--- src/rtl/frame_tx_pkg.sv ---
// Shared definitions for the camera-style pixel stream transmitter.
// Holds the FSM state encoding, RGB565 colour constants and default timing.
// Also holds the colour-bar lookup used by the optional test-pattern generator.
package frame_tx_pkg;

    typedef enum logic [2:0] {
        ST_IDLE   = 3'd0,
        ST_VSYNC  = 3'd1,
        ST_VBACK  = 3'd2,
        ST_ACTIVE = 3'd3,
        ST_VFRONT = 3'd4
    } tx_state_t;

    localparam int DEF_H_ACTIVE   = 640;
    localparam int DEF_H_BLANK    = 160;
    localparam int DEF_V_SYNC     = 2;
    localparam int DEF_V_BACK     = 20;
    localparam int DEF_V_ACTIVE   = 480;
    localparam int DEF_V_FRONT    = 10;
    localparam int DEF_CONTINUOUS = 1;

    localparam logic [15:0] RGB_WHITE   = 16'hFFFF;
    localparam logic [15:0] RGB_YELLOW  = 16'hFFE0;
    localparam logic [15:0] RGB_CYAN    = 16'h07FF;
    localparam logic [15:0] RGB_GREEN   = 16'h07E0;
    localparam logic [15:0] RGB_MAGENTA = 16'hF81F;
    localparam logic [15:0] RGB_RED     = 16'hF800;
    localparam logic [15:0] RGB_BLUE    = 16'h001F;
    localparam logic [15:0] RGB_BLACK   = 16'h0000;
    localparam logic [15:0] RGB_SKIN    = 16'hFB2C;

    // Colour of vertical bar idx, left to right.
    function automatic logic [15:0] bar_colour(input logic [2:0] idx);
        logic [15:0] c;
        case (idx)
            3'd0:    c = RGB_WHITE;
            3'd1:    c = RGB_YELLOW;
            3'd2:    c = RGB_CYAN;
            3'd3:    c = RGB_GREEN;
            3'd4:    c = RGB_MAGENTA;
            3'd5:    c = RGB_RED;
            3'd6:    c = RGB_BLUE;
            default: c = RGB_BLACK;
        endcase
        return c;
    endfunction

endpackage

--- src/rtl/frame_tx_timing.sv ---
// Frame/line timing: h/v counters and the VSYNC/VBACK/ACTIVE/VFRONT state machine.
// Latency: flags are combinational from the current counter cycle.
// Backpressure: none; timing free-runs once a frame starts and is never stretched.
module frame_tx_timing
    import frame_tx_pkg::*;
#(
    parameter int H_ACTIVE   = DEF_H_ACTIVE,
    parameter int H_BLANK    = DEF_H_BLANK,
    parameter int V_SYNC     = DEF_V_SYNC,
    parameter int V_BACK     = DEF_V_BACK,
    parameter int V_ACTIVE   = DEF_V_ACTIVE,
    parameter int V_FRONT    = DEF_V_FRONT,
    parameter int CONTINUOUS = DEF_CONTINUOUS
) (
    input  logic        clk,
    input  logic        rst_n,
    input  logic        start,
    output logic [2:0]  state,
    output logic [11:0] h_cnt,
    output logic [11:0] v_cnt,
    output logic        pix_slot,
    output logic        frame_last,
    output logic        frame_start
);

    localparam logic [11:0] LINE_LAST = 12'(H_ACTIVE + H_BLANK - 1);
    localparam logic [11:0] HA        = 12'(H_ACTIVE);
    localparam logic [11:0] VS_LAST   = 12'(V_SYNC - 1);
    localparam logic [11:0] VB_LAST   = 12'(V_BACK - 1);
    localparam logic [11:0] VA_LAST   = 12'(V_ACTIVE - 1);
    localparam logic [11:0] VF_LAST   = 12'(V_FRONT - 1);

    tx_state_t   cur, nxt;
    logic [11:0] last_line;
    logic        line_end;
    logic        state_end;

    // Index of the final line of the current state (v_cnt is per-state).
    always_comb begin
        last_line = 12'd0;
        case (cur)
            ST_VSYNC:  last_line = VS_LAST;
            ST_VBACK:  last_line = VB_LAST;
            ST_ACTIVE: last_line = VA_LAST;
            ST_VFRONT: last_line = VF_LAST;
            default:   last_line = 12'd0;
        endcase
    end

    assign line_end   = (h_cnt == LINE_LAST);
    assign state_end  = line_end && (v_cnt == last_line);
    assign pix_slot   = (cur == ST_ACTIVE) && (h_cnt < HA);
    assign frame_last = (cur == ST_VFRONT) && state_end;
    assign state      = cur;

    // State register.
    always_ff @(posedge clk or negedge rst_n) begin
        if (!rst_n) cur <= ST_IDLE;
        else        cur <= nxt;
    end

    // Next state; frame_start marks the edge that opens a new frame.
    always_comb begin
        nxt         = cur;
        frame_start = 1'b0;
        case (cur)
            ST_IDLE: begin
                if (start) begin
                    nxt         = ST_VSYNC;
                    frame_start = 1'b1;
                end
            end
            ST_VSYNC:  if (state_end) nxt = ST_VBACK;
            ST_VBACK:  if (state_end) nxt = ST_ACTIVE;
            ST_ACTIVE: if (state_end) nxt = ST_VFRONT;
            ST_VFRONT: begin
                if (state_end) begin
                    if ((CONTINUOUS != 0) && start) begin
                        nxt         = ST_VSYNC;
                        frame_start = 1'b1;
                    end else begin
                        nxt = ST_IDLE;
                    end
                end
            end
            default: nxt = ST_IDLE;
        endcase
    end

    // Pixel and line counters; held at zero in IDLE so a new frame starts at 0/0.
    always_ff @(posedge clk or negedge rst_n) begin
        if (!rst_n) begin
            h_cnt <= 12'd0;
            v_cnt <= 12'd0;
        end else if (cur == ST_IDLE) begin
            h_cnt <= 12'd0;
            v_cnt <= 12'd0;
        end else if (line_end) begin
            h_cnt <= 12'd0;
            v_cnt <= state_end ? 12'd0 : v_cnt + 12'd1;
        end else begin
            h_cnt <= h_cnt + 12'd1;
        end
    end

endmodule

--- src/rtl/frame_stream_tx.sv ---
// Camera-replacement transmitter: vsync/href/clken timing plus RGB565 pixels from a ready/valid source.
// Latency: all video outputs registered, one cycle after the internal timing cycle.
// Backpressure: none toward the sink; a starved pixel slot emits black and counts underflow. Optional FRAME_TX_PATTERN_EN.
module frame_stream_tx
    import frame_tx_pkg::*;
#(
    parameter int H_ACTIVE   = DEF_H_ACTIVE,
    parameter int H_BLANK    = DEF_H_BLANK,
    parameter int V_SYNC     = DEF_V_SYNC,
    parameter int V_BACK     = DEF_V_BACK,
    parameter int V_ACTIVE   = DEF_V_ACTIVE,
    parameter int V_FRONT    = DEF_V_FRONT,
    parameter int CONTINUOUS = DEF_CONTINUOUS
) (
    input  logic        clk,
    input  logic        rst_n,
    input  logic        start,
    input  logic [1:0]  pattern_sel,
    input  logic        src_valid,
    input  logic [15:0] src_data,
    output logic        src_ready,
    output logic        out_frame_vsync,
    output logic        out_frame_href,
    output logic        out_frame_clken,
    output logic [15:0] out_image,
    output logic        frame_done,
    output logic        underflow,
    output logic [15:0] underflow_cnt
);

    logic [2:0]  state;
    logic [11:0] h_cnt;
    logic [11:0] v_cnt;
    logic        pix_slot;
    logic        frame_last;
    logic        frame_start;
    logic        pat_on;
    logic [15:0] pat_pix;
    logic        starve;

    frame_tx_timing #(
        .H_ACTIVE   (H_ACTIVE),
        .H_BLANK    (H_BLANK),
        .V_SYNC     (V_SYNC),
        .V_BACK     (V_BACK),
        .V_ACTIVE   (V_ACTIVE),
        .V_FRONT    (V_FRONT),
        .CONTINUOUS (CONTINUOUS)
    ) u_timing (
        .clk         (clk),
        .rst_n       (rst_n),
        .start       (start),
        .state       (state),
        .h_cnt       (h_cnt),
        .v_cnt       (v_cnt),
        .pix_slot    (pix_slot),
        .frame_last  (frame_last),
        .frame_start (frame_start)
    );

`ifdef FRAME_TX_PATTERN_EN
    // Bars narrower than one pixel are clamped so tiny test geometries still work.
    localparam int BAR_W = ((H_ACTIVE / 8) > 0) ? (H_ACTIVE / 8) : 1;

    logic [11:0] bar_idx;
    logic        unused_vcnt;

    assign pat_on      = (pattern_sel != 2'd0);
    assign bar_idx     = h_cnt / 12'(BAR_W);
    assign unused_vcnt = ^v_cnt;

    // Internal test-pattern pixel for the current slot; v_cnt is the active-line index.
    always_comb begin
        pat_pix = RGB_BLACK;
        case (pattern_sel)
            2'd1:    pat_pix = bar_colour((bar_idx > 12'd7) ? 3'd7 : bar_idx[2:0]);
            2'd2:    pat_pix = RGB_SKIN;
            2'd3:    pat_pix = (h_cnt[4] ^ v_cnt[4]) ? RGB_BLACK : RGB_WHITE;
            default: pat_pix = RGB_BLACK;
        endcase
    end
`else
    logic unused_pattern;

    assign pat_on         = 1'b0;
    assign pat_pix        = RGB_BLACK;
    assign unused_pattern = ^{pattern_sel, h_cnt, v_cnt};
`endif

    // The source is only offered slots while it is actually the pixel origin.
    assign src_ready = pix_slot && !pat_on;
    assign starve    = src_ready && !src_valid;

    // Registered video outputs, one cycle behind the timing counters.
    always_ff @(posedge clk or negedge rst_n) begin
        if (!rst_n) begin
            out_frame_vsync <= 1'b0;
            out_frame_href  <= 1'b0;
            out_frame_clken <= 1'b0;
            out_image       <= 16'h0000;
            frame_done      <= 1'b0;
        end else begin
            out_frame_vsync <= (state == ST_VSYNC);
            out_frame_href  <= pix_slot;
            out_frame_clken <= pix_slot;
            if (pat_on)
                out_image <= pix_slot ? pat_pix : RGB_BLACK;
            else
                out_image <= src_valid ? src_data : RGB_BLACK;
            frame_done      <= frame_last;
        end
    end

    // Sticky starvation flag and saturating per-frame count, cleared as each frame opens.
    always_ff @(posedge clk or negedge rst_n) begin
        if (!rst_n) begin
            underflow     <= 1'b0;
            underflow_cnt <= 16'h0000;
        end else if (frame_start) begin
            underflow     <= 1'b0;
            underflow_cnt <= 16'h0000;
        end else if (starve) begin
            underflow <= 1'b1;
            if (underflow_cnt != 16'hFFFF)
                underflow_cnt <= underflow_cnt + 16'd1;
        end
    end

endmodule

--- config.mk ---
export PLATFORM = sky130hd
export DESIGN_NAME = frame_stream_tx
export DESIGN_NICKNAME = d
export VERILOG_FILES = /design/src/rtl/frame_tx_pkg.sv /design/src/rtl/frame_tx_timing.sv /design/src/rtl/frame_stream_tx.sv
export SDC_FILE = /design/constraint.sdc
export NUM_CORES = 1
export LEC_CHECK = 0
export BUFFER_PORTS_ARGS = -buffer_cell sky130_fd_sc_hd__clkbuf_2
export CORE_MARGIN = 5
export CORE_UTILIZATION = 49
export DETAILED_ROUTE_END_ITERATION = 12
export PLACE_DENSITY = 0.75
export SLEW_MARGIN = 20
export SYNTH_ARGS = -nofsm -noshare
export SYNTH_HDL_FRONTEND = slang
export SYNTH_HIERARCHICAL = 1
export SYNTH_SLANG_ARGS = --single-unit
--- constraint.sdc ---
create_clock -name clk -period 3.6 [get_ports clk]
set_clock_uncertainty 0.1 [all_clocks]
set_input_delay 0.36 -clock clk [delete_from_list [all_inputs] [get_ports clk]]
set_output_delay 0.36 -clock clk [all_outputs]
set_load 0.01 [all_outputs]
==> flow_summary.ini <==
[drt]
vias = 2492
dr.pass1.iters = 4
wl_per_cell_um = 14.1
drc = 0
drt_iter0_drc = 108
ant_nets = 0
viasPerCell = 5.50
drt_wl_total_um = 6380

[critical_path]
worstPathArrival_ps = 3070
timing.rr.end = underflow_cnt[3]$_DFFE_PN0P_
rrSetupSlack_ps = 660
critPathBufInv = 1
path_class = flop to flop
cp-start-kind = flop
worstPathRequired_ps = 3730
cp_slowest_cell = dfrtp_1
path_delay_family = simple AND/OR/NAND/NOR gates
r2r_cells = 9
cpPeakStageDelay_ps = 530
cp.depth = 9
cp-end-kind = flop
worstReg2RegStart = u_timing/state[2]$_DFFE_PN0P_
cp_cell_sequence = nand3b_1 -> or3_1 -> a221oi_1 -> o21ai_1 -> or2_2 -> a21oi_1 -> buf_4 -> nor2_1 -> mux2_2
crit_fanout = 20

[clocking]
cts-root-buf = clkbuf_8
cts_buffers = 9
post_cts_resize_count = 0
cts_hold_buffers = 0
cts_setup_buffers = 0
clk_pin_slew_ps = 80
htree_levels = 3
clock_path_buffers = 2
cts.sinks = 63
clock_latency_ps = 340
cts_tree = built

[yosys]
netlist_instances = 314
synth_simple_gate_area_share_pct = 28.3
synth_edf_count = 0
ys_warn_count = 6
synth_fp_nets = 339
netlist_area_mm2 = 0.00307
synth_ff_type = dfrtp_1
synth_common_cells = 63 x dfrtp_1, 31 x nor2_1, 21 x nand3_1
synth.top_cell.area_share_pct = 51.3
synth_mux_area_share_pct = 1.06
synth_xor_area_share_pct = 4.56
synth.distinct_cells = 47
synthMostInstantiatedCell = dfrtp_1
synth_area_per_cell_um2 = 9.79
ys_seq_area_share_pct = 51.3
synth-compound-area-share_pct = 10.1
synth-seq-cells = 63
synth_fa_ha_area_share_pct = 1.22
synth_top_family_by_area = simple AND/OR/NAND/NOR gates
synth_top_area_cell = dfrtp_1
synth-async-reset-ratio_pct = 100
synthTopCellsByArea = dfrtp_1 51%, nor2_1 3.8%, and2_1 3.5%

[layout]
stdcell_count = 453
fill_cells = 527
antenna-diode-count = 0
final_net_count = 398
regArea_mm2 = 0.00158
design_area_mm2 = 0.00362
multi_input_area_mm2 = 0.00139
utilization_pct = 60.0
drive_gt1_share_pct = 23.5
syn_to_final_growth_pct = 17.7

[grt]
grt_pass1_wl_um = 11000
grt_overflow = 0
gr-usage-all-layers_pct = 17.8
grt_max_degree = 35
first_global_vias = 2418
grt_antenna_before_repair = 0

[pwr]
p_sw_mw = 0.319
ir_drop_mv = 0.236
switching_share_pct = 23.2
intPower_mw = 1.06
p_total_mw = 1.37
p_comb_share_pct = 3.4
power.share.clock_pct = 44.3
leakagePower_nw = 1.64
p_per_area_mw_per_mm2 = 380
p_seq_share_pct = 52.3

[sta]
tightest_slew_ps = 816
final_hold_viol_count = 0
min_period_ps = 2940
final.setup.tns_ps = 0
fin_crit_sh_pct = 81.7
slew_headroom_pct = 45.6
rsz0062_at_grt = no
drv_slew = 0
setup_viol = 0
max_clock_freq_mhz = 340

[placement]
hpwl_um = 4460
io_buffer_count = 57
dp_cells = 437
place_area_mm2 = 0.00342
globalplace.congestion = 0.866

[min_path]
hold_class = input port to async pin

[floorplanning]
fp.coreArea_mm2 = 0.00603
dieArea_mm2 = 0.00795
fp.dieH_um = 89.2
die_w_um = 89.2
rows = 28
floorplan.initialDensity_pct = 51.0
io_pins = 60

[run]
maxCapViolCount = 0

[outcome]
outcome = completed
==> per-layer routing <==
metal / wire length (um) / global-route usage (%) / vias up
li1: - / - / 1242
met1: 3020 / 24.7 / 1178
met5: 0 / 0 / -
met4: 140 / 9.34 / 0
met2: 2900 / 26.4 / 58
met3: 325 / 3.78 / 14
==> cells in the final DEF (no fill, tap or decap), types with 9 or more instances in the layout <==
master,count
a21oi_1,20
and2_1,17
clkbuf_2,57
clkbuf_8,9
dfrtp_1,63
nand2_1,15
nand3_1,21
nor2_1,31
o21ai_0,13
or3_1,12
==> area by class of cell <==
cell class,instances,area share (%)
tap,75,2.60
multi-input combinational,230,38.5
clock buffer,9,3.43
clock inverter,7,2.01
timing repair buffer,64,9.34
sequential,63,43.6
inverter,5,0.519
==> metrics by stage <==
| stage | setup WS, ps | hold WS [ps] |
|---|---|---|
| global route | 539 | 79.5 |
| CTS | 687 | 30.4 |
| detailed placement | 704 | 369 |
| finish | 658 | 4.81 |
| global placement | 709 | 346 |
| floorplan | 839 | -35.6 |
==> state kept, by name (all words and copies together), names as in the netlist <==
signal and flops:
u_timing/h_cnt 12, out_image 16, out_frame_clken 1, out_frame_vsync 1, underflow_cnt 16, underflow 1
frame_done 1, u_timing/v_cnt 12, u_timing/state 3
==> power by group through the flow <==
stage	Combinational, mW	Clock, mW	Sequential [mW]
after floorplan	0.00817	0	0.738
after global placement	0.0485	0	0.732
after detailed placement	0.0491	0	0.733
after CTS	0.0491	0.625	0.719
after global routing	0.0546	0.662	0.720
final	0.0466	0.609	0.719
==> logic make-up (layout without fill, tap and decap cells) <==
kind of cell / Yosys count / after routing
adder cells (fa/ha/maj): 3 / 3
XOR/XNOR: 16 / 16
multiplexers: 3 / 3
flip-flops: 63 / 63
AO/OA/AOI/OAI: 52 / 52
AND/OR/NAND/NOR: 156 / 156
buffers and inverters: 21 / 85
==> worst max-delay path by stage <==
stage | startpoint | end | slack, ps
after CTS | u_timing/state[2]$_DFFE_PN0P_ | underflow_cnt[3]$_DFFE_PN0P_ | 690
after floorplan | u_timing/h_cnt[7]$_DFF_PN0_ | underflow_cnt[9]$_DFFE_PN0P_ | 840
after global routing | u_timing/state[2]$_DFFE_PN0P_ | underflow_cnt[3]$_DFFE_PN0P_ | 540
final | u_timing/state[2]$_DFFE_PN0P_ | underflow_cnt[3]$_DFFE_PN0P_ | 660
after detailed placement | u_timing/state[2]$_DFFE_PN0P_ | underflow_cnt[3]$_DFFE_PN0P_ | 700
after global placement | u_timing/state[2]$_DFFE_PN0P_ | underflow_cnt[9]$_DFFE_PN0P_ | 710
(Power assumes the default switching activity.)
